## config.mk

```make
export PLATFORM = sky130hd
export DESIGN_NAME = stdp_ctrl
export DESIGN_NICKNAME = d
export VERILOG_FILES = /design/src/rtl/stdp_ctrl.sv
export SDC_FILE = /design/constraint.sdc
export NUM_CORES = 1
export LEC_CHECK = 0
export ABC_AREA = 1
export CORE_MARGIN = 4
export CORE_UTILIZATION = 50
export CTS_CLUSTER_DIAMETER = 40
export DETAILED_ROUTE_END_ITERATION = 16
export GPL_TIMING_DRIVEN = 0
export PLACE_DENSITY = 0.7
export SLEW_MARGIN = 20
export SYNTH_ARGS = -nofsm -noshare
export SYNTH_HDL_FRONTEND = slang
export SYNTH_SLANG_ARGS = --single-unit
```

## constraint.sdc

```tcl
create_clock -name clk -period 2.2 [get_ports clk]
set_input_delay 0.66 -clock clk [delete_from_list [all_inputs] [get_ports clk]]
set_output_delay 0.66 -clock clk [all_outputs]
set_load 0.1 [all_outputs]
```

## src/rtl/stdp_ctrl.sv

```systemverilog
// STDP learning-rule front end: times pre/post spikes per synapse and serializes
// single-step weight commands (one per cycle, registered) to the weight counter.
module stdp_ctrl #(
   parameter int N_SYN  = 4,
   parameter int AW     = 2,
   parameter int WINDOW = 8,
   parameter int TW     = 4
) (
   input  logic             clk,
   input  logic             rst,
   input  logic [N_SYN-1:0] pre_spike,
   input  logic             post_spike,
   input  logic             learn_en,
   output logic             en,
   output logic             incr,
   output logic             decr,
   output logic             sim,
   output logic [AW-1:0]    syn_addr,
   output logic             busy
);

   localparam logic [TW-1:0] LIM   = TW'(WINDOW);
   localparam logic [TW-1:0] STALE = TW'(WINDOW + 1);

   typedef enum logic {S_IDLE, S_ISSUE} state_t;

   state_t           r_state;
   state_t           w_state_nxt;
   logic [TW-1:0]    r_pre_t [N_SYN];
   logic [TW-1:0]    r_post_t;
   logic [N_SYN-1:0] r_ltp;
   logic [N_SYN-1:0] r_ltd;

   logic [N_SYN-1:0] w_ltp_ev;
   logic [N_SYN-1:0] w_ltd_ev;
   logic [N_SYN-1:0] w_iss_ltp;
   logic [N_SYN-1:0] w_iss_ltd;
   logic [N_SYN-1:0] w_ltp_nxt;
   logic [N_SYN-1:0] w_ltd_nxt;
   logic             w_go;
   logic             w_found;
   logic             w_is_ltp;
   logic [AW-1:0]    w_addr;

   always_ff @(posedge clk or posedge rst) begin
      if (rst) begin
         r_state <= S_IDLE;
      end else begin
         r_state <= w_state_nxt;
      end
   end

   always_comb begin
      w_ltp_ev    = '0;
      w_ltd_ev    = '0;
      w_iss_ltp   = '0;
      w_iss_ltd   = '0;
      w_found     = 1'b0;
      w_is_ltp    = 1'b0;
      w_addr      = '0;
      w_go        = learn_en && (r_state == S_ISSUE);
      w_ltp_nxt   = r_ltp;
      w_ltd_nxt   = r_ltd;
      w_state_nxt = S_IDLE;

      for (int i = 0; i < N_SYN; i++) begin
         w_ltp_ev[i] = learn_en && post_spike && ((r_pre_t[i] <= LIM) || pre_spike[i]);
         w_ltd_ev[i] = learn_en && pre_spike[i] && !post_spike && (r_post_t <= LIM);
      end

      // LTP has priority over LTD; lowest index wins within each kind
      for (int i = 0; i < N_SYN; i++) begin
         if (w_go && !w_found && r_ltp[i]) begin
            w_iss_ltp[i] = 1'b1;
            w_found      = 1'b1;
            w_is_ltp     = 1'b1;
            w_addr       = AW'(i);
         end
      end
      for (int i = 0; i < N_SYN; i++) begin
         if (w_go && !w_found && r_ltd[i]) begin
            w_iss_ltd[i] = 1'b1;
            w_found      = 1'b1;
            w_addr       = AW'(i);
         end
      end

      // An event identical to the one being issued is absorbed by that command;
      // an opposite event cancels the pending one of the other kind.
      for (int i = 0; i < N_SYN; i++) begin
         w_ltp_nxt[i] = r_ltp[i] && !w_iss_ltp[i];
         w_ltd_nxt[i] = r_ltd[i] && !w_iss_ltd[i];
         if (w_ltp_ev[i] && !w_iss_ltp[i]) begin
            if (w_ltd_nxt[i]) w_ltd_nxt[i] = 1'b0;
            else              w_ltp_nxt[i] = 1'b1;
         end
         if (w_ltd_ev[i] && !w_iss_ltd[i]) begin
            if (w_ltp_nxt[i]) w_ltp_nxt[i] = 1'b0;
            else              w_ltd_nxt[i] = 1'b1;
         end
      end

      if (!learn_en) begin
         w_ltp_nxt = '0;
         w_ltd_nxt = '0;
      end

      if (learn_en && ((w_ltp_nxt | w_ltd_nxt) != '0)) begin
         w_state_nxt = S_ISSUE;
      end
   end

   always_ff @(posedge clk or posedge rst) begin
      if (rst) begin
         for (int i = 0; i < N_SYN; i++) r_pre_t[i] <= STALE;
         r_post_t <= STALE;
         r_ltp    <= '0;
         r_ltd    <= '0;
         en       <= 1'b0;
         incr     <= 1'b0;
         decr     <= 1'b0;
         sim      <= 1'b0;
         syn_addr <= '0;
         busy     <= 1'b0;
      end else begin
         for (int i = 0; i < N_SYN; i++) begin
            if (pre_spike[i])           r_pre_t[i] <= '0;
            else if (r_pre_t[i] <= LIM) r_pre_t[i] <= r_pre_t[i] + 1'b1;
         end
         if (post_spike)            r_post_t <= '0;
         else if (r_post_t <= LIM)  r_post_t <= r_post_t + 1'b1;
         r_ltp <= w_ltp_nxt;
         r_ltd <= w_ltd_nxt;
         en    <= w_found;
         incr  <= w_found && w_is_ltp;
         decr  <= w_found && !w_is_ltp;
         sim   <= learn_en;
         busy  <= (w_ltp_nxt | w_ltd_nxt) != '0;
         if (w_found) syn_addr <= w_addr;
      end
   end

endmodule

```

==> metrics.yaml <==
sta:
  tightest_slew_ns: 0.954
  fin_crit_ns: 2.13
  max_freq_ghz: 0.469
  finalHoldViolCount: 0
  slew_violations: 0
  min_period_over_period_pct: 97.0
  rsz0062_at_grt: "false"
  fin_skew_ns: 0.00685
  finalSetupViolations: 0
  maxSlewHeadroom_pct: 36.7
critical_path:
  crit_family: "buffers and inverters"
  cp_slowest_stage_delay_ns: 0.83
  endpoint_kind: "output port"
  crit_chain: "clkdlybuf4s15_1"
  cp.arrival_ns: 1.47
  start_kind: "register"
  slowest_stage: "clkdlybuf4s15_1"
  critPathLaunch: "syn_addr[0]$_DFFE_PP0N_"
  cp.buffers_inverters: 1
  worstSetupEndpoint: "syn_addr[0]"
  timing.rr.start: "r_pre_t[12]$_DFFE_PP1N_"
  required_ns: 1.54
  r2r_setup_slack_ns: 0.22
  critPathMaxFanout: 2
  path_depth: 1
  r2r-end: "busy$_DFF_PP0_"
  r2r_cells: 12
  path_class: "register to output port"
pwr:
  worst_ir_drop_vdd_mv: 0.383
  cellLeakagePower_uw: 0.00117
  power_density_nw_per_um2: 752
logic_synthesis:
  synth.most_common_cell: "inv_1"
  synth_seq_cells: 36
  synth_enable_flop_cells: 0
  syn_avg_cell_area_um2: 8.30
  yosys_warnings: 0
  async_flop_share_pct: 100
  synth_top_area_share_pct: 32.0
  synth_area_leaders: "dfrtp_1 (32%), dfstp_2 (13%), inv_1 (9.8%), nand2_1 (7.2%), ha_1 (6.2%)"
  syn_area_um2: 2030
  netlist_top_cells_count: "inv_1 (53), nand2_1 (39), dfrtp_1 (26)"
  ys_types: 35
  synth_area_leader_cell: "dfrtp_1"
  synth_nets: 263
  syn_inst: 245
  synth-seq-area-share_pct: 44.9
  synthFlopType: "dfrtp_1"
cts:
  cts_buffers: 5
  path_clk_slew_ns: 0.07
  hold_buffers: 0
  htree_levels: 2
  cts_tree: "yes"
  clock_sinks: 36
  cts_root_buf: "clkbuf_8"
  clk_latency_ns: 0.29
  cts.path.max_buffers: 2
layout:
  layout-drive-gt1-share_pct: 17.5
  finalNonFillerCells: 322
  final_cell_area_um2: 2400
  area_growth_pct: 18.1
  nets: 292
  insertedDiodeCount: 0
  fillerInstances: 340
route:
  num_vias: 1638
  ant_nets: 0
  met2_length_mm: 1.92
  first_iter_violations: 96
  top_layer_used: "met4"
  via_per_inst: 5.09
  wl_per_cell_um: 12.2
  drt-met1-wl_mm: 1.77
  routed-wl-met3_um: 143
  dr.pass1.iters: 4
  finalWirelength_mm: 3.94
  drc_errors: 0
floorplanning:
  row_count: 22
  core_um2: 3800
  start_util_pct: 53.6
  dieHeight_um: 71.8
  die-area_um2: 5150
  die_w_um: 71.8
  ios: 15
placement:
  gp_congestion: 0.800
  place_hpwl_mm: 2.79
  numPortBuffers: 14
  placed_cell_area_um2: 2230
  dpl.cell_count: 307
global_route:
  grt_use_total_pct: 16.9
  grt.overflow.total: 0
  grt_pass1_vias: 1555
  antenna_found_initial: 0
  grt_max_degree: 37
  grt_pass1_wl_mm: 6.82
worst_hold_path:
  hold_class: "register to register"
run_status:
  outcome: "completed"
job:
  cap_viol_max_count: 0
==> cells in the final DEF, fill, tap and decap left out, drive strengths merged, types with 7 or more instances in the layout <==
cell / instances
nand2: 43
nand3: 23
o21ai: 17
a21oi: 18
dfrtp: 26
inv: 54
ha: 10
buf: 9
dfstp: 10
nor2: 23
clkbuf: 7
==> logic make-up after synthesis <==
group                      after synthesis  synth area share (%)
AOI/OAI and AO/OA                       42                  11.9
adders and majority gates               10                  6.15
buffers and inverters                   55                  10.5
DFF                                     36                  44.9
and+or+nand+nor                        102                  26.6
==> worst min-delay path by stage <==
stage,start,to,cells past startpoint
floorplan,r_pre_t[15]$_DFFE_PP1N_,r_pre_t[15]$_DFFE_PP1N_,2
global placement,syn_addr[0]$_DFFE_PP0N_,syn_addr[0]$_DFFE_PP0N_,2
detailed placement,r_pre_t[3]$_DFFE_PP1N_,r_pre_t[3]$_DFFE_PP1N_,2
CTS,r_pre_t[3]$_DFFE_PP1N_,r_pre_t[3]$_DFFE_PP1N_,2
global route,r_pre_t[3]$_DFFE_PP1N_,r_pre_t[3]$_DFFE_PP1N_,2
finish,r_pre_t[11]$_DFFE_PP1N_,r_pre_t[11]$_DFFE_PP1N_,2
==> worst register-to-register path, stage by stage (launching register included) <==
cell,delay (ns)
dfstp_2,0.54
inv_1,0.07
ha_1,0.19
a21oi_1,0.23
a21oi_1,0.12
nand2_1,0.11
nand2_1,0.07
nand2_1,0.09
nand2_1,0.07
nor2_2,0.12
nand3_2,0.08
nor2_2,0.10
nand3_1,0.08
==> final cells by class <==
class	count	area, um2	share of cell area, %
Multi-Input combinational cell	154	931	38.8
Sequential cell	36	913	38.0
Timing Repair Buffer	22	205	8.54
Inverter	54	205	8.54
Clock buffer	7	76.3	3.18
Tap cell	48	60.1	2.50
Buffer	1	11.3	0.469
==> through the flow <==
step | worst slack (ns) | utilization (%) | total power [uW] | TNS [ns] | hold slack [ns]
after floorplan | 0.299 | - | 1230 | 0 | 0.453
after global placement | -0.401 | 58.8 | 1360 | -4.58 | 0.459
after detailed placement | -0.404 | 58.8 | 1370 | -2.81 | 0.479
after CTS | 0.0263 | 63.2 | 1820 | 0 | 0.489
after global routing | 0.0193 | 63.2 | 1910 | 0 | 0.519
final | 0.0662 | 63.2 | 1810 | 0 | 0.487
==> layer usage <==
metal,vias up,global-route usage (%)
li1,832,-
met1,769,21.5
met2,27,27.3
met3,10,3.79
met4,0,7.93
met5,-,0
==> power breakdown <==
group | internal, uW | leakage (uW) | switching (uW)
clock | 218 | 0.0000383 | 218
sequential | 736 | 0.000445 | 45.2
combinational | 160 | 0.000689 | 429
==> registers in the layout, indices dropped and copies added, names as in the netlist <==
| register | cells |
|---|---|
| syn_addr | 2 |
| en | 1 |
| r_ltp | 4 |
| incr | 1 |
| sim | 1 |
| r_ltd | 4 |
| decr | 1 |
| r_post_t | 4 |
| busy | 1 |
| r_state | 1 |
| r_pre_t | 16 |
==> timing repair <==
action                     4_1_cts  5_1_grt
setup endpoints to repair        9        2
buffers inserted                 8        0
resized for setup               13        2
pin swaps                        2        0
Note: power is estimated with default switching activity, not from simulation.
